--- config.mk ---
export PLATFORM = sky130hd
export DESIGN_NAME = window_accumulator
export DESIGN_NICKNAME = d
export VERILOG_FILES = /design/src/rtl/window_accumulator.sv
export SDC_FILE = /design/constraint.sdc
export NUM_CORES = 1
export LEC_CHECK = 0
export ABC_AREA = 1
export BUFFER_PORTS_ARGS = -buffer_cell sky130_fd_sc_hd__buf_4
export CORE_ASPECT_RATIO = 0.75
export CORE_MARGIN = 1
export CORE_UTILIZATION = 55
export DETAILED_ROUTE_END_ITERATION = 16
export PLACE_DENSITY_LB_ADDON = 0.12
export SYNTH_ARGS = -nofsm -noshare
export SYNTH_HDL_FRONTEND = slang
export SYNTH_SLANG_ARGS = --single-unit
--- constraint.sdc ---
create_clock -name clk -period 2.4 [get_ports clk]
set_input_delay 0.48 -clock clk [delete_from_list [all_inputs] [get_ports clk]]
set_output_delay 0.48 -clock clk [all_outputs]
set_load 0.01 [all_outputs]
--- src/rtl/window_accumulator.sv ---
// rtl/window_accumulator.sv - windowed sample accumulator with held, handshaked result (optional ACC_SAT_EN saturation)
module window_accumulator #(
  parameter int IN_W    = 8,
  parameter int ACC_W   = 12,
  parameter int WIN_LEN = 9,
  parameter int CNT_W   = 4
) (
  input  logic             clk,
  input  logic             rst,
  input  logic             clr,
  input  logic             in_valid,
  output logic             in_ready,
  input  logic [IN_W-1:0]  in_data,
  output logic             out_valid,
  input  logic             out_ready,
  output logic [ACC_W-1:0] out_data,
  output logic             out_ovf,
  output logic [CNT_W-1:0] sample_cnt
);

  // Window position: ACCUM while collecting, LAST while waiting for the completing sample.
  typedef enum logic {
    ST_ACCUM = 1'b0,
    ST_LAST  = 1'b1
  } state_t;

  logic [ACC_W-1:0] r_acc;
  logic [CNT_W-1:0] r_cnt;
  logic             r_ovf;
  logic             r_out_valid;
  logic [ACC_W-1:0] r_out_data;
  logic             r_out_ovf;

  state_t           w_state;
  logic [ACC_W:0]   w_sum;
  logic             w_carry;
  logic             w_ovf_next;
  logic [ACC_W-1:0] w_acc_next;
  logic             w_accept;
  logic             w_complete;

  // State is implied by the sample counter; no separate register needed.
  assign w_state = (r_cnt == CNT_W'(WIN_LEN - 1)) ? ST_LAST : ST_ACCUM;

  // One extra bit on the adder exposes the carry out of the accumulator.
  assign w_sum      = {1'b0, r_acc} + {{(ACC_W + 1 - IN_W){1'b0}}, in_data};
  assign w_carry    = w_sum[ACC_W];
  assign w_ovf_next = r_ovf | w_carry;

`ifdef ACC_SAT_EN
  // Once the window has overflowed, pin the sum at full scale until the window ends.
  assign w_acc_next = w_ovf_next ? {ACC_W{1'b1}} : w_sum[ACC_W-1:0];
`else
  // Modulo wrap; overflow is still reported through out_ovf.
  assign w_acc_next = w_sum[ACC_W-1:0];
`endif

  // Only the completing sample can stall, and only while an unconsumed result is held.
  assign in_ready   = ~((w_state == ST_LAST) & r_out_valid & ~out_ready);
  assign w_accept   = in_valid & in_ready;
  assign w_complete = w_accept & (w_state == ST_LAST) & ~clr;

  // Accumulator, counter and sticky overflow; clr drops any sample offered that cycle.
  always_ff @(posedge clk) begin
    if (rst) begin
      r_acc <= '0;
      r_cnt <= '0;
      r_ovf <= 1'b0;
    end else if (clr) begin
      r_acc <= '0;
      r_cnt <= '0;
      r_ovf <= 1'b0;
    end else if (w_accept) begin
      if (w_state == ST_LAST) begin
        r_acc <= '0;
        r_cnt <= '0;
        r_ovf <= 1'b0;
      end else begin
        r_acc <= w_acc_next;
        r_cnt <= r_cnt + CNT_W'(1);
        r_ovf <= w_ovf_next;
      end
    end
  end

  // Result register: loads on window completion, otherwise holds until consumed.
  always_ff @(posedge clk) begin
    if (rst) begin
      r_out_valid <= 1'b0;
      r_out_data  <= '0;
      r_out_ovf   <= 1'b0;
    end else if (w_complete) begin
      r_out_valid <= 1'b1;
      r_out_data  <= w_acc_next;
      r_out_ovf   <= w_ovf_next;
    end else if (out_ready) begin
      r_out_valid <= 1'b0;
    end
  end

  assign out_valid  = r_out_valid;
  assign out_data   = r_out_data;
  assign out_ovf    = r_out_ovf;
  assign sample_cnt = r_cnt;

endmodule

======== Word-level counts from Yosys, hierarchy flattened ========
Index checks and enable logic that the tools add are counted.
W data, S select, Z words.
operators by class
  add/subtract/negate cells ............... 2
  muxes and demuxes ....................... 6
  equal/unequal tests ..................... 1
  reductions and logical operators ........ 2
  bitwise operators ....................... 9
operators with widths
  operator               count
  $add A12 B8 Y13        1
  $mux W12               1
  $and A1 B1 Y1          5
  $add A4 B1 Y4 const B  1
  $eq A4 B4 Y1 const B   1
  $mux W1                4
  $mux W4                1
  $not A1 Y1             3
  $reduce_bool A2 Y1     1
  $reduce_or A2 Y1       1
  $or A1 B1 Y1           1
word-level totals
  input port bits ......................... 13
  output and inout bits ................... 19
  flip-flop bits (word level) ............. 31

======== Longest topological paths before layout ========
  depth in word-level cells ............... 9
  mapped depth ............................ 12
  gate-level depth less buffers ........... 12

======== Worst setup path after synthesis ========
OpenSTA, ideal clock, no wires.
  path type ............................... input port to flip-flop
  start ................................... input in_data[0]
  end ..................................... register r_out_data[6], in the netlist out_data[6]
  stages .................................. 9
  path slack .............................. 558 ps
  path buffers ............................ 0
  library setup time ...................... 115 ps
  arrival ................................. 1,727 ps
  cells stage by stage .................... ha_1 > fa_1 > nand3_1 > nand2_1 > nand2_1 > nand4_1 > and2_1 > o21ai_0 > inv_1
between the ends
  longest elaborated chain between the ends .. 1
ends and longest elaborated chain
  element               line  text
  start, declared       13    input logic [IN_W-1:0] in_data,
  $add A12 B8 Y13       46    assign w_sum = {1'b0, r_acc} + {{(ACC_W + 1 - IN_W){1'b0}}, in_data};
  end signal, assigned  94    r_out_data <= w_acc_next;
  end, declared         31    logic [ACC_W-1:0] r_out_data;
Every way passes these cells.
A chain may end at the register's enable or synchronous reset.

======== Worst setup path in the final report ========
  start ................................... register r_cnt[0], in the netlist sample_cnt[0]
  end ..................................... register r_out_data[6], in the netlist out_data[6]
between the ends
  longest elaborated chain between the ends .. 8
ends and longest elaborated chain
  element                       line  text
  start, declared               28    logic [CNT_W-1:0] r_cnt;
  start signal, assigned        80    r_cnt <= r_cnt + CNT_W'(1);
  $eq A4 B4 Y1 *                43    assign w_state = (r_cnt == CNT_W'(WIN_LEN - 1)) ? ST_LAST : ST_ACCUM;
  $mux W1 *                     43
  $and A1 B1 Y1 (2 in a row)    59    assign in_ready = ~((w_state == ST_LAST) & r_out_valid & ~out_ready);
  $not A1 Y1                    59
  $and A1 B1 Y1                 60    assign w_accept = in_valid & in_ready;
  $and A1 B1 Y1 * (2 in a row)  61    assign w_complete = w_accept & (w_state == ST_LAST) & ~clr;
Mark *: on every way between the ends. The rest lies on a longest branch, timed or not.

==> results.toml <==
[status]
outcome = "completed"

[detailed_routing]
route.vias.total = 1621
wl_per_cell_um = 10.80
totalWireLength_um = 3510
ant_nets = 0
vias_per_cell = 4.988
first_pass_iters = 4
initialDrtViolationCount = 91
drc = 0

[power]
switching_share = 0.2607
power.switching_w = 0.0002726
p_leak_nw = 1.037
p_per_area_nw_per_um2 = 500.0
combPwrFrac = 0.118
ir_drop_uv = 329.7
cellInternalPower_w = 0.0007733
sequentialPowerShare = 0.504
pwr-share-clk = 0.378

[synthesis]
ys.flop_type = "dfxtp_1"
synth_top_area_frac = 0.3503
synth_seq_cells = 31
synth_fp_nets = 277
ys_warn_count = 0
synth_edf_count = 0
ys_top_cells_by_count = "77 x nand2_1, 33 x inv_1, 31 x dfxtp_1"
netlist_top_cells_area = "dfxtp_1 35%, nand2_1 16%, ha_1 7.1%"
synth_cell_types = 25
async_flop_share = 0
synth.most_common_cell = "nand2_1"
synth_top_cell_by_area = "dfxtp_1"
netlist_instances = 253
syn_area_um2 = 1772
synth.avg_cell_area_um2 = 7.003
synth-seq-area-share = 0.3503

[placement]
hpwl_um = 2546
portBuffers = 31
routabilityCongestion = 0.8127
place_ws_ps = 307.8
dpl_cell_area_um2 = 2011
dp_cells = 317

[setup_path]
end_kind = "flop"
path_buf_inv = 3
worstPathArrival_ps = 2050
critical-path-top-cell-by-count = "inv_1"
cp_top_family = "simple AND/OR/NAND/NOR gates"
start_kind = "flop"
crit_slowest_cell = "or2_1"
critPathKind = "reg -> reg"
r2r_start = "sample_cnt[0]"
max_stage_delay_ps = 430
cp_max_fo = 18
crit_path_cell_trace = "inv_1, ha_1, nand2_2, nor2_2, nand3_1, or2_1, inv_8, o21a_1, o21ai_0, inv_1"
required_ps = 2580
crit_start = "sample_cnt[0]"

[final_layout]
final_util = 0.6975
fin_cells = 325
layout-drive-gt1-share = 0.1777
fin_area_um2 = 2092
area_growth_pct = 18.08
fillers = 263
diodes = 0
final_nets = 310

[hold_path]
hold_class = "in -> reg"
hold_start = "rst"

[timing]
report.final.slew_viol_count = 0
fmax_mhz = 532.8
fin_crit_sh = 0.7821
rsz0062_at_grt = "no"
finalCriticalPeriod_ps = 1877
report.final.setup_viol = 0
slew_headroom = 0.6645
clock_skew_ps = 2.303
setup-tns-final_ps = 0
worst_slew_pin_slew_ps = 503.2
final.setup.worst_slack_ps = 523.1
final_hold_viol_count = 0

[global_route]
grtUsageTotal = 0.2328
antenna_found_initial = 0
grt_pass1_vias = 1373
grt_max_degree = 19
grt_remaining_overflow = 0
grt_pass1_wl_um = 5968

[clock_network]
cts_buffers = 5
cts.reportedPaths.clkPinSlew_ps = 60
clock_latency_ps = 280
clock_path_buffers = 2
cts_tree = "built"
clkSinkCount = 31
cts_resized = 0
hold_buffers = 0
cts_htree_levels = 2
clockRootBuffer = "clkbuf_8"
postCtsSetupBuffers = 0

[die]
placementRows = 17
coreArea_um2 = 2999
dieWidth_um = 67.54
ios = 32
initial_utilization = 0.5907
die_h_um = 51.15
dieArea_um2 = 3454

[flow_run]
maxCapViolations = 0
-- worst register-to-register path, delay by kind of cell, from the launching register on --
kind / cells / cell delay, ps
AOI/OAI and AO/OA: 2 / 260
buffers and inverters: 3 / 250
DFF: 1 / 410
adders and majority gates: 1 / 210
and+or+nand+nor: 4 / 640
-- final cells by class --
cell class / instances / area (um^2) / area share
Inverter: 34 / 135.1 / 0.06459
Timing Repair Buffer: 32 / 240.2 / 0.1148
Clock buffer: 7 / 76.32 / 0.03648
Multi-Input combinational cell: 182 / 967.2 / 0.4623
Tap cell: 38 / 47.55 / 0.02273
Clock inverter: 1 / 5.005 / 0.002392
Sequential cell: 31 / 620.6 / 0.2967
-- path summary, 6_finish.rpt --
kind | cells past startpoint | slack (ps) | end
setup / recovery | 10 | 520 | out_data[6]
hold reg to reg | 2 | 470 | r_acc[4]
setup reg to reg | 10 | 520 | out_data[6]
hold / removal | 2 | 440 | out_data[2]
-- per-layer routing --
| layer | global-route usage | vias up | part of all wire |
|---|---|---|---|
| met4 | 0.08511 | 0 | 0.013 |
| met5 | 0 | - | 0 |
| li1 | - | 865 | - |
| met1 | 0.3384 | 718 | 0.53 |
| met3 | 0.06250 | 5 | 0.049 |
| met2 | 0.3218 | 33 | 0.41 |
-- cells by family after synthesis --
logic type	count (synthesis)	synth area share
AND/OR/NAND/NOR	123	0.2917
AO/OA/AOI/OAI	41	0.1377
buffers and inverters	40	0.1038
flip-flops	31	0.3503
adder cells (fa/ha/maj)	11	0.08192
XOR/XNOR	7	0.03461
-- flip-flops by register name, summed over array words and instances, names as in the netlist --
signal / count
out_data: 12
r_acc: 12
sample_cnt: 4
out_ovf: 1
out_valid: 1
r_ovf: 1
-- cell usage in the layout, fill, tap and decap left out --
cell type and count:
nand2_1 77, inv_1 33, buf_4 32, dfxtp_1 31, a21oi_1 19, nand3_1 17, nor2_1 15, ha_1 10
o21ai_0 8, xor2_1 7, o21a_1 7, nand2_2 6, a21oi_2 5, clkbuf_8 5, nand4_1 4, clkbuf_1 2
nor2_2 1, or2_1 1, inv_8 1, a21boi_0 1, o21ai_1 1, and2_1 1, nor3_1 1, fa_1 1
clkinv_2 1
-- metrics by stage --
stage	total power [W]	hold WS, ps
floorplan	0.0006225	443.8
global placement	0.0006603	455.2
detailed placement	0.0006608	462.2
CTS	0.001057	431.6
global route	0.001096	436.7
finish	0.001046	438.3
-- power groups by stage --
stage               sequential (W)  clock (W)  combinational (W)
floorplan                 0.000539          0          0.0000839
global placement          0.000539          0           0.000121
detailed placement        0.000539          0           0.000122
CTS                       0.000527   0.000407           0.000123
global route              0.000528   0.000428           0.000140
finish                    0.000527   0.000396           0.000123
Power figures use the tool's default switching activity.
